### config.mk
export PLATFORM = sky130hd
export DESIGN_NAME = jtpopeye_ps2_keyrx_flat
export DESIGN_NICKNAME = d
export VERILOG_FILES = /design/src/rtl/jtpopeye_ps2_keyrx_if.sv /design/src/rtl/jtpopeye_ps2_keyrx.sv /design/src/flat_wrapper.sv
export SDC_FILE = /design/constraint.sdc
export NUM_CORES = 1
export LEC_CHECK = 0
export BUFFER_PORTS_ARGS = -buffer_cell sky130_fd_sc_hd__buf_2
export CORE_AREA = 8 8 108 110
export DETAILED_ROUTE_END_ITERATION = 7
export DIE_AREA = 0 0 116 118
export MAX_ROUTING_LAYER = met4
export PLACE_DENSITY = 0.43
export SETUP_SLACK_MARGIN = 0.15
export SLEW_MARGIN = 20
export SYNTH_ARGS = -nofsm -noshare
export SYNTH_HDL_FRONTEND = slang
export SYNTH_SLANG_ARGS = --single-unit
### constraint.sdc
create_clock -name clk -period 3.45 [get_ports clk]
set_clock_uncertainty 0.2 [all_clocks]
set_input_delay 0.345 -clock clk [delete_from_list [all_inputs] [get_ports clk]]
set_output_delay 0.345 -clock clk [all_outputs]
set_load 0.05 [all_outputs]
### src/rtl/jtpopeye_ps2_keyrx_if.sv
// PS/2 receive bundle: raw pins in, decoded key event word and framing error pulse out.
// The master drives the pins (board / bench); the slave is the receiver.
interface jtpopeye_ps2_keyrx_if;
  logic        ps2_clk;
  logic        ps2_data;
  logic [10:0] ps2_key;
  logic        frame_err;

  modport master (
    output ps2_clk,
    output ps2_data,
    input  ps2_key,
    input  frame_err
  );

  modport slave (
    input  ps2_clk,
    input  ps2_data,
    output ps2_key,
    output frame_err
  );
endinterface

### src/rtl/jtpopeye_ps2_keyrx.sv
// PS/2 keyboard receiver: sync + deglitch, 11-bit frame capture with odd parity, E0/F0/E1 prefix handling.
// ps2_key updates 2 clk after the stop-bit fall strobe; no backpressure, the pins are receive-only.
module jtpopeye_ps2_keyrx #(
  parameter int FILTER  = 8,
  parameter int TIMEOUT = 40000,
  parameter int TOW     = 16
) (
  input  logic                   clk,
  input  logic                   rst_n,
  jtpopeye_ps2_keyrx_if.slave    bus
);

  localparam int             FLW     = $clog2(FILTER + 1);
  localparam logic [FLW-1:0] FLT_LIM = FLW'(FILTER - 1);
  localparam logic [TOW-1:0] TMO_LIM = TOW'(TIMEOUT);

  typedef enum logic [1:0] {IDLE, DATA, PARITY, STOP} state_t;

  // Index 0 = ps2_clk, index 1 = ps2_data
  logic [1:0]          s1_q, s2_q, flt_q;
  logic [1:0][FLW-1:0] fcnt_q;
  logic                ck_prev_q;
  logic                fall;
  logic                dat;

  state_t      state_q, state_d;
  logic [2:0]  bcnt_q, bcnt_d;
  logic [7:0]  shf_q, shf_d;
  logic        par_q, par_d;
  logic [TOW-1:0] tmo_q, tmo_d;
  logic        ext_q, ext_d;
  logic        brk_q, brk_d;
  logic [2:0]  skip_q, skip_d;
  logic        bvld_q, bvld_d;
  logic [10:0] key_q, key_d;
  logic        err_q, err_d;

  always_ff @(posedge clk or negedge rst_n) begin
    if (!rst_n) begin
      s1_q      <= 2'b11;
      s2_q      <= 2'b11;
      flt_q     <= 2'b11;
      fcnt_q    <= '0;
      ck_prev_q <= 1'b1;
    end else begin
      s1_q      <= {bus.ps2_data, bus.ps2_clk};
      s2_q      <= s1_q;
      ck_prev_q <= flt_q[0];
      // A new level must persist FILTER cycles before it is accepted
      for (int i = 0; i < 2; i++) begin
        if (s2_q[i] == flt_q[i]) begin
          fcnt_q[i] <= '0;
        end else if (fcnt_q[i] == FLT_LIM) begin
          fcnt_q[i] <= '0;
          flt_q[i]  <= s2_q[i];
        end else begin
          fcnt_q[i] <= fcnt_q[i] + 1'b1;
        end
      end
    end
  end

  assign fall = ck_prev_q & ~flt_q[0];
  assign dat  = flt_q[1];

  always_ff @(posedge clk or negedge rst_n) begin
    if (!rst_n) begin
      state_q <= IDLE;
      bcnt_q  <= '0;
      shf_q   <= '0;
      par_q   <= 1'b0;
      tmo_q   <= '0;
      ext_q   <= 1'b0;
      brk_q   <= 1'b0;
      skip_q  <= '0;
      bvld_q  <= 1'b0;
      key_q   <= '0;
      err_q   <= 1'b0;
    end else begin
      state_q <= state_d;
      bcnt_q  <= bcnt_d;
      shf_q   <= shf_d;
      par_q   <= par_d;
      tmo_q   <= tmo_d;
      ext_q   <= ext_d;
      brk_q   <= brk_d;
      skip_q  <= skip_d;
      bvld_q  <= bvld_d;
      key_q   <= key_d;
      err_q   <= err_d;
    end
  end

  always_comb begin
    state_d = state_q;
    bcnt_d  = bcnt_q;
    shf_d   = shf_q;
    par_d   = par_q;
    ext_d   = ext_q;
    brk_d   = brk_q;
    skip_d  = skip_q;
    key_d   = key_q;
    bvld_d  = 1'b0;
    err_d   = 1'b0;
    tmo_d   = (fall || state_q == IDLE) ? '0 : tmo_q + 1'b1;

    case (state_q)
      IDLE: begin
        if (fall && !dat) begin
          state_d = DATA;
          bcnt_d  = '0;
        end
      end
      DATA: begin
        if (fall) begin
          shf_d  = {dat, shf_q[7:1]};
          bcnt_d = bcnt_q + 3'd1;
          if (bcnt_q == 3'd7) state_d = PARITY;
        end
      end
      PARITY: begin
        if (fall) begin
          par_d   = dat;
          state_d = STOP;
        end
      end
      STOP: begin
        if (fall) begin
          state_d = IDLE;
          if (dat && (^{shf_q, par_q})) begin
            bvld_d = 1'b1;
          end else begin
            err_d = 1'b1;
            ext_d = 1'b0;
            brk_d = 1'b0;
          end
        end
      end
      default: state_d = IDLE;
    endcase

    // A fall on the same cycle wins over the timeout
    if (!fall && state_q != IDLE && tmo_q == TMO_LIM) begin
      state_d = IDLE;
      err_d   = 1'b1;
      ext_d   = 1'b0;
      brk_d   = 1'b0;
    end

    // shf_q is stable here: the next frame cannot shift a bit for many cycles
    if (bvld_q) begin
      if (skip_q != 3'd0) begin
        skip_d = skip_q - 3'd1;
      end else if (shf_q == 8'hE1) begin
        skip_d = 3'd7;
        ext_d  = 1'b0;
        brk_d  = 1'b0;
      end else if (shf_q == 8'hE0) begin
        ext_d = 1'b1;
      end else if (shf_q == 8'hF0) begin
        brk_d = 1'b1;
      end else begin
        key_d = {~key_q[10], ~brk_q, ext_q, shf_q};
        ext_d = 1'b0;
        brk_d = 1'b0;
      end
    end
  end

  assign bus.ps2_key   = key_q;
  assign bus.frame_err = err_q;

endmodule

### src/flat_wrapper.sv
// flat-port wrapper written by rule: the top's interface ports become plain ports
module jtpopeye_ps2_keyrx_flat 
#(
  parameter int FILTER  = 8,
  parameter int TIMEOUT = 40000,
  parameter int TOW     = 16
)
  (clk, rst_n, bus_ps2_clk, bus_ps2_data, bus_ps2_key, bus_frame_err);
  jtpopeye_ps2_keyrx_if bus_i ();
  input  logic clk;
  input  logic rst_n;
  input wire logic [$bits(bus_i.ps2_clk)-1:0] bus_ps2_clk;
  input wire logic [$bits(bus_i.ps2_data)-1:0] bus_ps2_data;
  output wire logic [$bits(bus_i.ps2_key)-1:0] bus_ps2_key;
  output wire logic [$bits(bus_i.frame_err)-1:0] bus_frame_err;
  assign bus_i.ps2_clk = bus_ps2_clk;
  assign bus_i.ps2_data = bus_ps2_data;
  assign bus_ps2_key = bus_i.ps2_key;
  assign bus_frame_err = bus_i.frame_err;
  jtpopeye_ps2_keyrx #(.FILTER(FILTER), .TIMEOUT(TIMEOUT), .TOW(TOW)) u_core (.clk(clk), .rst_n(rst_n), .bus(bus_i));
endmodule
## Word-level counts from Yosys, hierarchy flattened

Index checks and enable logic that the tools add are counted.

| word-level totals | value |
|---|---|
| bits of input ports | 4 |
| bits in registers | 63 |
| word-level logic and storage cells | 115 |
| output and inout port bits | 12 |

| cells by class | value |
|---|---|
| bitwise logic cells | 10 |
| equal/unequal tests | 19 |
| reductions and logical operators | 21 |
| $add $sub $neg | 5 |
| muxes and demuxes | 42 |

Operators with widths:

| operator | count |
|---|---|
| $mux W1 | 25 |
| $eq A8 B8 Y1 const B | 3 |
| $add A16 B1 Y16 const B | 1 |
| $eq A16 B16 Y1 const B | 1 |
| $mux W16 | 1 |
| $mux W4 | 4 |
| $mux W2 | 6 |
| $mux W3 | 4 |
| $ne A3 B1 Y1 const B | 4 |
| $reduce_and A2 Y1 | 5 |
| $reduce_and A5 Y1 | 2 |
| $not A1 Y1 | 9 |
| $reduce_xor A9 Y1 | 1 |
| $add A4 B1 Y4 const B | 2 |
| $eq A4 B3 Y1 const B | 2 |
| $pmux W2 S4 | 1 |
| $pmux W3 S2 | 1 |
| $reduce_bool A2 Y1 | 3 |
| $eq A2 B2 Y1 const B | 2 |
| $logic_and A1 B1 Y1 | 4 |
| $add A3 B1 Y3 const B | 1 |
| $eq A3 B3 Y1 const B | 1 |
| $ne A3 B3 Y1 const B | 1 |
| $reduce_and A3 Y1 | 1 |
| other kinds (10) | 12 |

## Logic depth before layout (Yosys ltp)

Gate-level depths: netlist of the first run.

| logic depth | value |
|---|---|
| depth after elaboration | 11 |
| depth in mapped cells | 7 |
| mapped depth without buffers | 7 |

## Worst setup path before layout of the first run

Ideal clock, no wire load.

| timing | value |
|---|---|
| path kind | reg-to-reg |
| start point | register u_core.state_q[0] |
| end point | register u_core.state_q[1] |
| slack | 1301 ps |
| arrival time | 1816 ps |
| cell stages (with the launch flop) | 8 |
| data required time | 3117 ps |
| setup time | 133 ps |
| path buffers | 1 |
| clock period less this slack | 2149 ps |
| path through | dfrtp_1 -> inv_1 -> ha_1 -> or2_1 -> buf_6 -> or4_4 -> a2bb2oi_2 -> o32ai_1 |

| between the ends | value |
|---|---|
| longest elaborated chain between the ends | 5 |
| elaborated cells on any way between the ends | 15 |
| those cells by class | 8 x eq/ne; 2 x mux; 5 x reduce/logical |

RTL lines:

| element | RTL line | text |
|---|---|---|
| from (decl) | jtpopeye_ps2_keyrx.sv:26 | `state_t state_q, state_d;` |
| from (signal assigned) | jtpopeye_ps2_keyrx.sv:80 | `state_q <= state_d;` |
| $reduce_bool A2 Y1 | jtpopeye_ps2_keyrx.sv:143 | `if (!fall && state_q != IDLE && tmo_q == TMO_LIM) begin` |
| $logic_and A1 B1 Y1 (2 in a row) | jtpopeye_ps2_keyrx.sv:143 |  |
| $ne A3 B3 Y1 (no source line) / $ne A3 B1 Y1 (equally long branches) | n/a |  |
| $reduce_and A5 Y1 (no source line) | n/a |  |

Several ways; a longest one is shown, not always the timed one.
A chain may end at the register's enable or synchronous reset.

## Worst setup path after layout of the first run

Ends and elaborated chain as after synthesis.

==> results of run 1 <==
==> worst paths after layout <==
check                             startpoint           endpoint  slack, ns
max reg2reg                u_core.state_q[0]  u_core.state_q[1]       0.92
max                        u_core.state_q[0]  u_core.state_q[1]       0.92
min reg2reg                   u_core.s1_q[1]     u_core.s2_q[1]       0.16
min                           u_core.s1_q[1]     u_core.s2_q[1]       0.16
min in group asynchronous              rst_n    u_core.shf_q[3]       0.35
max in group asynchronous              rst_n   u_core.skip_q[0]       2.05
==> power by group through the flow <==
| stage | Sequential, mW | Clock [mW] | Combinational, mW |
|---|---|---|---|
| final | 0.908 | 0.712 | 0.425 |
| after global routing | 0.928 | 0.781 | 0.487 |
| after CTS | 0.910 | 0.745 | 0.430 |
| after detailed placement | 0.924 | 0 | 0.426 |
| after global placement | 0.924 | 0 | 0.422 |
| after floorplan | 0.899 | 0 | 0.359 |
==> kinds of logic (layout without fill, tap and decap cells) <==
kind of cell    after synthesis  after routing  synth area share
mux                          24             24            0.0903
fa+ha+maj                    12             12            0.0511
flops                        63             63             0.540
buf+inv                      19             49            0.0302
simple gates                 88             88             0.151
compound gates               29             29            0.0626
xor+xnor                     22             22            0.0750
==> what timing repair did <==
| action | 4_1_cts | 5_1_grt |
|---|---|---|
| hold buffers | 3 | 0 |
| setup buffers | 0 | 0 |
| endpoints found under the hold margin | 41 | 0 |
==> cells in the mapped netlist, types with 2 or more instances <==
cell type and n:
a32oi_1 2, ha_1 12, dfstp_2 7, mux2_2 20, dfrtp_1 56, or3_1 2
nor2b_1 6, and3_1 2, mux2i_1 4, inv_1 12, nand3_1 11, nand2_1 18
xnor2_1 11, buf_6 2, a21oi_1 10, nand4b_1 2, nor3_1 8, o21ai_1 2
clkbuf_1 3, nor2_1 24, and4_1 2, xor2_1 9, xnor3_1 2, nand4_1 4
nand2b_1 2, buf_2 2, o21ai_0 7
==> placed cells by master, fill, tap and decap left out, drive strengths merged, types with 3 or more instances in the layout <==
master / netlist / layout
nor3: 8 / 8
xor2: 9 / 9
clkbuf: 3 / 9
xnor2: 11 / 11
nand3: 11 / 11
inv: 12 / 14
dfrtp: 56 / 56
mux2: 20 / 20
a21oi: 10 / 10
buf: 4 / 18
nand4: 4 / 4
ha: 12 / 12
nand2: 18 / 18
nor2: 24 / 24
nor2b: 6 / 6
o21ai: 10 / 10
dfstp: 7 / 7
mux2i: 4 / 4
dlygate4sd3: 0 / 3
==> area by class of cell <==
type | count | area (um2) | area share
tap | 136 | 170 | 0.0499
clock buffer | 9 | 124 | 0.0363
sequential | 63 | 1590 | 0.464
timing repair buffer | 21 | 130 | 0.0381
clock inverter | 7 | 95.1 | 0.0279
inverter | 12 | 45.0 | 0.0132
multi-input combinational | 175 | 1260 | 0.370
==> through the flow <==
| step | power, mW | utilization |
|---|---|---|
| finish | 2.04 | 0.341 |
| global placement | 1.35 | 0.316 |
| global route | 2.20 | 0.341 |
| floorplan | 1.26 | - |
| CTS | 2.09 | 0.341 |
| detailed placement | 1.35 | 0.316 |
==> layer usage <==
layer | track usage | part of all wire | up-vias
met4 | 0.0414 | 0.021 | 0
met2 | 0.120 | 0.42 | 23
met3 | 0.0298 | 0.043 | 7
li1 | - | - | 942
met5 | - | 0 | -
met1 | 0.113 | 0.51 | 888
==> state kept, by name, summed over array words and instances (netlist names) <==
name,flops
u_core.s1_q,2
u_core.brk_q,1
u_core.bus.frame_err,1
u_core.state_q,2
u_core.s2_q,2
u_core.ck_prev_q,1
u_core.flt_q,2
u_core.tmo_q,16
u_core.bus.ps2_key,11
u_core.par_q,1
u_core.bvld_q,1
u_core.bcnt_q,3
u_core.fcnt_q,8
u_core.shf_q,8
u_core.ext_q,1
u_core.skip_q,3
==> worst max-delay path, delay by kind of cell (launching register included) <==
kind / cells / cell delay [ns]
buffers and inverters: 1 / 0.08
adder cells (fa/ha/maj): 1 / 0.30
AO/OA/AOI/OAI: 2 / 0.28
AND/OR/NAND/NOR: 2 / 1.18
flip-flops: 1 / 0.37
==> results.py, run 1 <==
metrics = {
    "place": {
        "port_buffers": 15,
        "place_inst": 404,
        "dp_hpwl_um": 3510,
        "place_area_um2": 3160,
        "place_ws_ns": 0.933,
        "gp_congestion": 0.721,
    },
    "power_and_ir_drop": {
        "switching_power_uw": 620,
        "power_frac_seq": 0.444,
        "p_leak_nw": 1.59,
        "power_density_nw_per_um2": 599,
        "clockPowerShare": 0.348,
        "switching_share": 0.303,
        "p_int_mw": 1.42,
        "combPwrFrac": 0.208,
        "peakVddDrop_mv": 0.175,
    },
    "floorplanning": {
        "die_h_um": 118,
        "die_area_um2": 13700,
        "initial_core_util": 0.294,
        "io_pins": 16,
        "fp.dieW_um": 116,
        "rows": 37,
        "core-area_um2": 10000,
    },
    "yosys": {
        "synth_area_um2": 2940,
        "synth_seq_cells": 63,
        "ys_warn_count": 0,
        "syn_area_per_cell_um2": 11.4,
        "ys_types": 42,
        "synthArstFlopShare": 1.00,
        "synth_ff_type": "dfrtp_1",
        "synth_area_leaders": "dfrtp_1, mux2_2, dfstp_2, ha_1, xnor2_1",
        "syn_inst": 257,
        "synth_nets": 273,
        "synth-edff-count": 0,
        "synth_seq_area_share": 0.540,
        "yosysTopAreaCell": "dfrtp_1",
        "synth_top_cell_area_share": 0.477,
    },
    "worst_setup_path": {
        "crit_required_ns": 3.46,
        "crit_chain": "inv_1 > ha_1 > or2_1 > or4_4 > a2bb2oi_2 > o32ai_1",
        "ff2ff_path_depth": 6,
        "critPathKind": "reg2reg",
        "arrival_ns": 2.54,
        "path_max_fanout": 17,
        "critPathMaxStageDelay_ns": 0.67,
        "crit_path_start_kind": "flip-flop",
        "cp_slowest_cell": "or4_4",
        "end_kind": "flip-flop",
    },
    "finish": {
        "final_cell_area_um2": 3410,
        "layout.cells.non_filler": 423,
        "drive_gt1_frac": 0.223,
        "antenna_cells": 0,
        "area_growth_pct": 16.2,
        "fillers": 1031,
        "fin_nets": 298,
    },
    "sta": {
        "setup_violations": 0,
        "tightestPinTransition_ns": 1.04,
        "min_period_ns": 2.53,
        "relSlewSlack": 0.304,
        "tns_ns": 0,
        "finalCritPeriodShare": 0.734,
        "finalWorstSetupSlack_ns": 0.918,
        "hold_viol": 0,
        "fmax_ghz": 0.395,
        "whs_ns": 0.157,
        "drv_slew": 0,
        "rsz0062_at_grt": "no",
    },
    "clock_tree": {
        "root_buffer": "clkbuf_8",
        "cts_sinks": 63,
        "clk_latency_ns": 0.34,
        "cts_buffers": 9,
        "htreeDepth": 3,
        "tritoncts": "yes",
        "post_cts_resized": 0,
        "cts_buffer_depth": 2,
        "cts.clk_slew.worst_paths_ns": 0.07,
    },
    "hold_path": {
        "min_path_type": "reg2reg",
        "hold-path-cell-count": 0,
    },
    "global_routing": {
        "grt_max_degree": 49,
        "grt_pass1_vias": 1880,
        "antenna_found_initial": 0,
        "grt_pass1_wl_um": 9230,
        "grt-ovfl-total": 0,
        "grt_usage": 0.0879,
    },
    "run": {
        "cap_violations": 0,
    },
    "detailed_routing": {
        "antenna_left": 0,
        "postRouteWirelength_um": 5220,
        "drc": 0,
        "vias_per_cell": 4.40,
        "num_vias": 1860,
        "drt-pass1-iter-count": 4,
        "wire_per_inst_um": 12.3,
        "drt_iter0_drc": 113,
    },
    "status": {
        "status": "finished clean",
    },
}
Note: power is estimated with default switching activity, not from simulation.
==> run 2: changes to the inputs <==
clock period = 2.4 ns   (was 3.45 ns; I/O delays follow)
==> results.py, run 2 (synthesis gave the netlist of run 1 again) <==
metrics = {
    "global_routing": {
        "grt_usage": 0.0894,
        "grt_pass1_wl_um": 9480,
        "grt_max_degree": 64,
        "antenna_found_initial": 0,
        "grt_pass1_vias": 1980,
        "grt-ovfl-total": 0,
    },
    "power_and_ir_drop": {
        "peakVddDrop_mv": 0.307,
        "switching_power_uw": 877,
        "power_density_nw_per_um2": 864,
        "clockPowerShare": 0.367,
        "fin_total_pwr_mw": 3.05,
        "p_leak_nw": 1.65,
        "switching_share": 0.288,
        "power_frac_seq": 0.427,
        "p_int_mw": 2.17,
        "combPwrFrac": 0.206,
    },
    "clock_tree": {
        "htreeDepth": 3,
        "clk_latency_ns": 0.34,
        "cts_buffer_depth": 2,
        "tritoncts": "yes",
        "cts_buffers": 9,
        "cts_sinks": 63,
        "root_buffer": "clkbuf_8",
        "cts.clk_slew.worst_paths_ns": 0.07,
    },
    "sta": {
        "fmax_ghz": 0.469,
        "hold_viol": 0,
        "setup_violations": 0,
        "whs_ns": 0.158,
        "min_period_ns": 2.13,
        "relSlewSlack": 0.569,
        "rsz0062_at_grt": "no",
        "drv_slew": 0,
        "finalWorstSetupSlack_ns": 0.268,
        "finalCritPeriodShare": 0.888,
        "tightestPinTransition_ns": 0.646,
    },
    "floorplanning": {
        "fp.dieW_um": 116,
        "initial_core_util": 0.294,
        "io_pins": 16,
        "die_area_um2": 13700,
        "core-area_um2": 10000,
        "rows": 37,
        "die_h_um": 118,
    },
    "worst_setup_path": {
        "path_max_fanout": 7,
        "arrival_ns": 2.14,
        "crit_path_start_kind": "flip-flop",
        "ff2ff_path_depth": 6,
        "reg2reg_slack_ns": 0.27,
        "cp_slowest_cell": "or4_4",
        "crit_required_ns": 2.40,
        "critPathKind": "reg2reg",
        "crit_chain": "inv_1 > ha_2 > or2_1 > or4_4 > a2bb2oi_2 > o32ai_1",
        "timing.rr.start": "u_core.state_q[0]",
        "r2r_end": "u_core.state_q[1]",
        "end_kind": "flip-flop",
        "critPathMaxStageDelay_ns": 0.58,
    },
    "finish": {
        "drive_gt1_frac": 0.256,
        "top_register": "u_core.tmo_q",
        "multiInputGateArea_um2": 1270,
        "fin_nets": 308,
        "final-seq-area_um2": 1590,
        "largest_reg_flops": 16,
        "area_growth_pct": 20.1,
        "final_cell_mix": "dfrtp_1, nor2_1, mux2_2",
        "antenna_cells": 0,
        "final_common_cell": "dfrtp_1",
        "fillers": 1027,
    },
    "hold_path": {
        "min_path_type": "reg2reg",
        "hold-path-cell-count": 0,
        "worstHoldStart": "u_core.s1_q[1]",
        "whs_endpoint": "u_core.s2_q[1]",
    },
    "place": {
        "port_buffers": 15,
        "dp_hpwl_um": 3640,
        "gp_congestion": 0.722,
        "place_ws_ns": -0.0117,
    },
    "detailed_routing": {
        "drc": 0,
        "drt_iter0_drc": 61,
        "antenna_left": 0,
        "num_vias": 1905,
        "wire_per_inst_um": 12.2,
        "drt-pass1-iter-count": 4,
        "postRouteWirelength_um": 5290,
        "vias_per_cell": 4.40,
    },
    "status": {
        "status": "finished clean",
    },
    "run": {
        "cap_violations": 0,
    },
}
[run 2: cell types whose count changed in the layout (fill, tap and decap cells not counted), sizes merged]
| cell | previous run | this run |
|---|---|---|
| bufinv | 2 | 3 |
| buf | 18 | 28 |
| inv | 14 | 13 |
[run 2: worst max-delay path by stage]
| stage | start | cells past startpoint | to |
|---|---|---|---|
| 2_1_floorplan | u_core.state_q[0] | 7 | u_core.state_q[1] |
| 3_3_place_gp | u_core.skip_q[0] | 5 | u_core.bus.ps2_key[6] |
| 3_5_place_dp | u_core.skip_q[0] | 5 | u_core.bus.ps2_key[2] |
| 4_1_cts | u_core.state_q[0] | 6 | u_core.state_q[1] |
| 5_1_grt | u_core.state_q[0] | 6 | u_core.state_q[1] |
| 6_report | u_core.state_q[0] | 6 | u_core.state_q[1] |
[run 2: power by group through the flow]
stage	Clock [mW]	Sequential [mW]	Combinational, mW
final	1.12	1.30	0.627
after global routing	1.21	1.33	0.718
after CTS	1.16	1.31	0.635
after detailed placement	0	1.33	0.628
after global placement	0	1.33	0.624
after floorplan	0	1.29	0.515
[run 2: cell type report]
type                       count  area share
clock buffer                   9      0.0351
clock inverter                 7      0.0340
inverter                      12      0.0128
multi-input combinational    175       0.360
sequential                    63       0.449
tap                          136      0.0482
timing repair buffer          31      0.0610
[run 2: what timing repair did]
item	CTS	global route
hold buffers	3	0
gates resized for setup	1	1
buffers inserted	0	0
endpoints found under the hold margin	59	0
setup endpoints to repair	8	3
cloned	0	0
[run 2: through the flow]
step / instances / TNS, ns / instance area (um2) / util
after global routing: 433 / 0 / 3530 / 0.353
after floorplan: 257 / 0 / 2940 / -
after CTS: 433 / 0 / 3530 / 0.353
after global placement: 414 / 0 / 3250 / 0.325
final: 433 / 0 / 3530 / 0.353
after detailed placement: 414 / -0.0680 / 3250 / 0.325
[run 2: worst max-delay path, delay by kind of cell (launching register included)]
kind / cells / cell delay [ns]
flops: 1 / 0.37
compound gates: 2 / 0.28
simple gates: 2 / 0.84
fa+ha+maj: 1 / 0.23
buf+inv: 1 / 0.08
[run 2: layer usage]
metal | vias up | track usage | share of wire
met5 | - | - | 0
met4 | 0 | 0.0292 | 0.012
met3 | 5 | 0.0344 | 0.042
met2 | 22 | 0.134 | 0.47
met1 | 923 | 0.107 | 0.48
li1 | 955 | - | -
==> run 3: changes to the inputs <==
BUFFER_PORTS_ARGS = -buffer_cell sky130_fd_sc_hd__buf_4   (was -buffer_cell sky130_fd_sc_hd__buf_2)
==> results.py, run 3 (synthesis gave the netlist of run 1 again) <==
metrics = {
    "status": {
        "status": "finished clean",
    },
    "power_and_ir_drop": {
        "power_density_nw_per_um2": 868,
        "peakVddDrop_mv": 0.331,
        "p_leak_nw": 1.65,
    },
    "finish": {
        "fin_nets": 307,
        "antenna_cells": 0,
        "largest_reg_flops": 16,
        "layout.cells.non_filler": 432,
        "top_register": "u_core.tmo_q",
        "final_common_cell": "dfrtp_1",
        "final_cell_mix": "dfrtp_1, buf_4, nor2_1",
        "utilization": 0.356,
        "area_growth_pct": 21.2,
        "drive_gt1_frac": 0.257,
    },
    "place": {
        "place_ws_ns": 0.134,
        "port_buffers": 15,
        "place_inst": 412,
        "dp_hpwl_um": 3630,
        "gp_congestion": 0.708,
    },
    "clock_tree": {
        "cts.clk_slew.worst_paths_ns": 0.07,
        "clk_latency_ns": 0.34,
        "root_buffer": "clkbuf_8",
        "cts_buffer_depth": 2,
        "cts_buffers": 9,
        "htreeDepth": 3,
        "cts_sinks": 63,
        "tritoncts": "yes",
    },
    "sta": {
        "setup_violations": 0,
        "rsz0062_at_grt": "no",
        "fmax_ghz": 0.478,
        "drv_slew": 0,
        "finalCritPeriodShare": 0.872,
        "min_period_ns": 2.09,
        "relSlewSlack": 0.459,
        "tightestPinTransition_ns": 0.811,
        "whs_ns": 0.157,
        "tns_ns": 0,
        "finalWorstSetupSlack_ns": 0.306,
        "hold_viol": 0,
    },
    "global_routing": {
        "grt_max_degree": 64,
        "grt_pass1_vias": 1984,
        "antenna_found_initial": 0,
        "grt_usage": 0.0913,
        "grt_pass1_wl_um": 9610,
        "grt-ovfl-total": 0,
    },
    "floorplanning": {
        "die_area_um2": 13700,
        "die_h_um": 118,
        "rows": 37,
        "initial_core_util": 0.294,
        "core-area_um2": 10000,
        "io_pins": 16,
        "fp.dieW_um": 116,
    },
    "worst_setup_path": {
        "path_max_fanout": 7,
        "critPathKind": "reg2reg",
        "crit_path_start_kind": "flip-flop",
        "crit_required_ns": 2.41,
        "arrival_ns": 2.11,
        "critPathMaxStageDelay_ns": 0.57,
        "path_delay_family": "simple AND/OR/NAND/NOR gates",
        "crit_buf_inv": 1,
        "end_kind": "flip-flop",
        "crit_chain": "inv_1 > ha_4 > or2_1 > or4_4 > a2bb2oi_2 > o32ai_1",
        "cp_slowest_cell": "or4_4",
    },
    "detailed_routing": {
        "num_vias": 1904,
        "postRouteWirelength_um": 5460,
        "drt-pass1-iter-count": 4,
        "wire_per_inst_um": 12.6,
        "drt_iter0_drc": 82,
        "drc": 0,
        "antenna_left": 0,
        "vias_per_cell": 4.41,
    },
    "run": {
        "cap_violations": 0,
    },
    "hold_path": {
        "min_path_type": "reg2reg",
    },
}
-- run 3: cell types whose count changed in the layout (fill, tap and decap cells not counted), sizes merged --
cell,previous run,this run
buf,28,27
clkbuf,9,10
inv,13,12
-- run 3: worst paths after layout --
check / cells past startpoint / slack (ns) / startpoint / end
min reg2reg: 0 / 0.16 / u_core.s1_q[1] / u_core.s2_q[1]
min: 0 / 0.16 / u_core.s1_q[1] / u_core.s2_q[1]
max reg2reg: 6 / 0.31 / u_core.state_q[0] / u_core.state_q[1]
max: 6 / 0.31 / u_core.state_q[0] / u_core.state_q[1]
min in group asynchronous: 2 / 0.33 / rst_n / u_core.bus.ps2_key[10]
max in group asynchronous: 2 / 1.14 / rst_n / u_core.fcnt_q[4]
-- run 3: what timing repair did --
action	CTS	global route
hold buffers	3	0
resized for setup	1	2
setup buffers	0	1
setup endpoints to repair	6	3
hold endpoints to repair	58	0
-- run 3: stage by stage --
stage | power (mW) | cell area, um2
final | 3.09 | 3560
after global routing | 3.30 | 3560
after CTS | 3.12 | 3540
after detailed placement | 1.95 | 3260
after global placement | 1.95 | 3260
after floorplan | 1.81 | 2940
-- run 3: final cells by class --
| type | count | area [um2] |
|---|---|---|
| tap | 136 | 170 |
| fill | 1026 | 6440 |
| multi-input combinational | 175 | 1280 |
| inverter | 12 | 45.0 |
| sequential | 63 | 1590 |
| clock buffer | 10 | 138 |
| timing repair buffer | 30 | 233 |
| clock inverter | 6 | 108 |
-- run 3: worst register-to-register path, stage by stage (launching register included) --
cell	delay [ns]
dfrtp_1	0.38
inv_1	0.11
ha_4	0.20
or2_1	0.24
or4_4	0.57
a2bb2oi_2	0.16
o32ai_1	0.10
-- run 3: routing by layer --
layer / track usage / part of all wire
met5: - / 0
met4: 0.0438 / 0.022
met3: 0.0298 / 0.042
met2: 0.130 / 0.44
met1: 0.114 / 0.49
-- run 3: report_power, final --
part,internal [mW],switching (mW)
sequential,1.20,0.113
clock,0.714,0.421
combinational,0.293,0.350
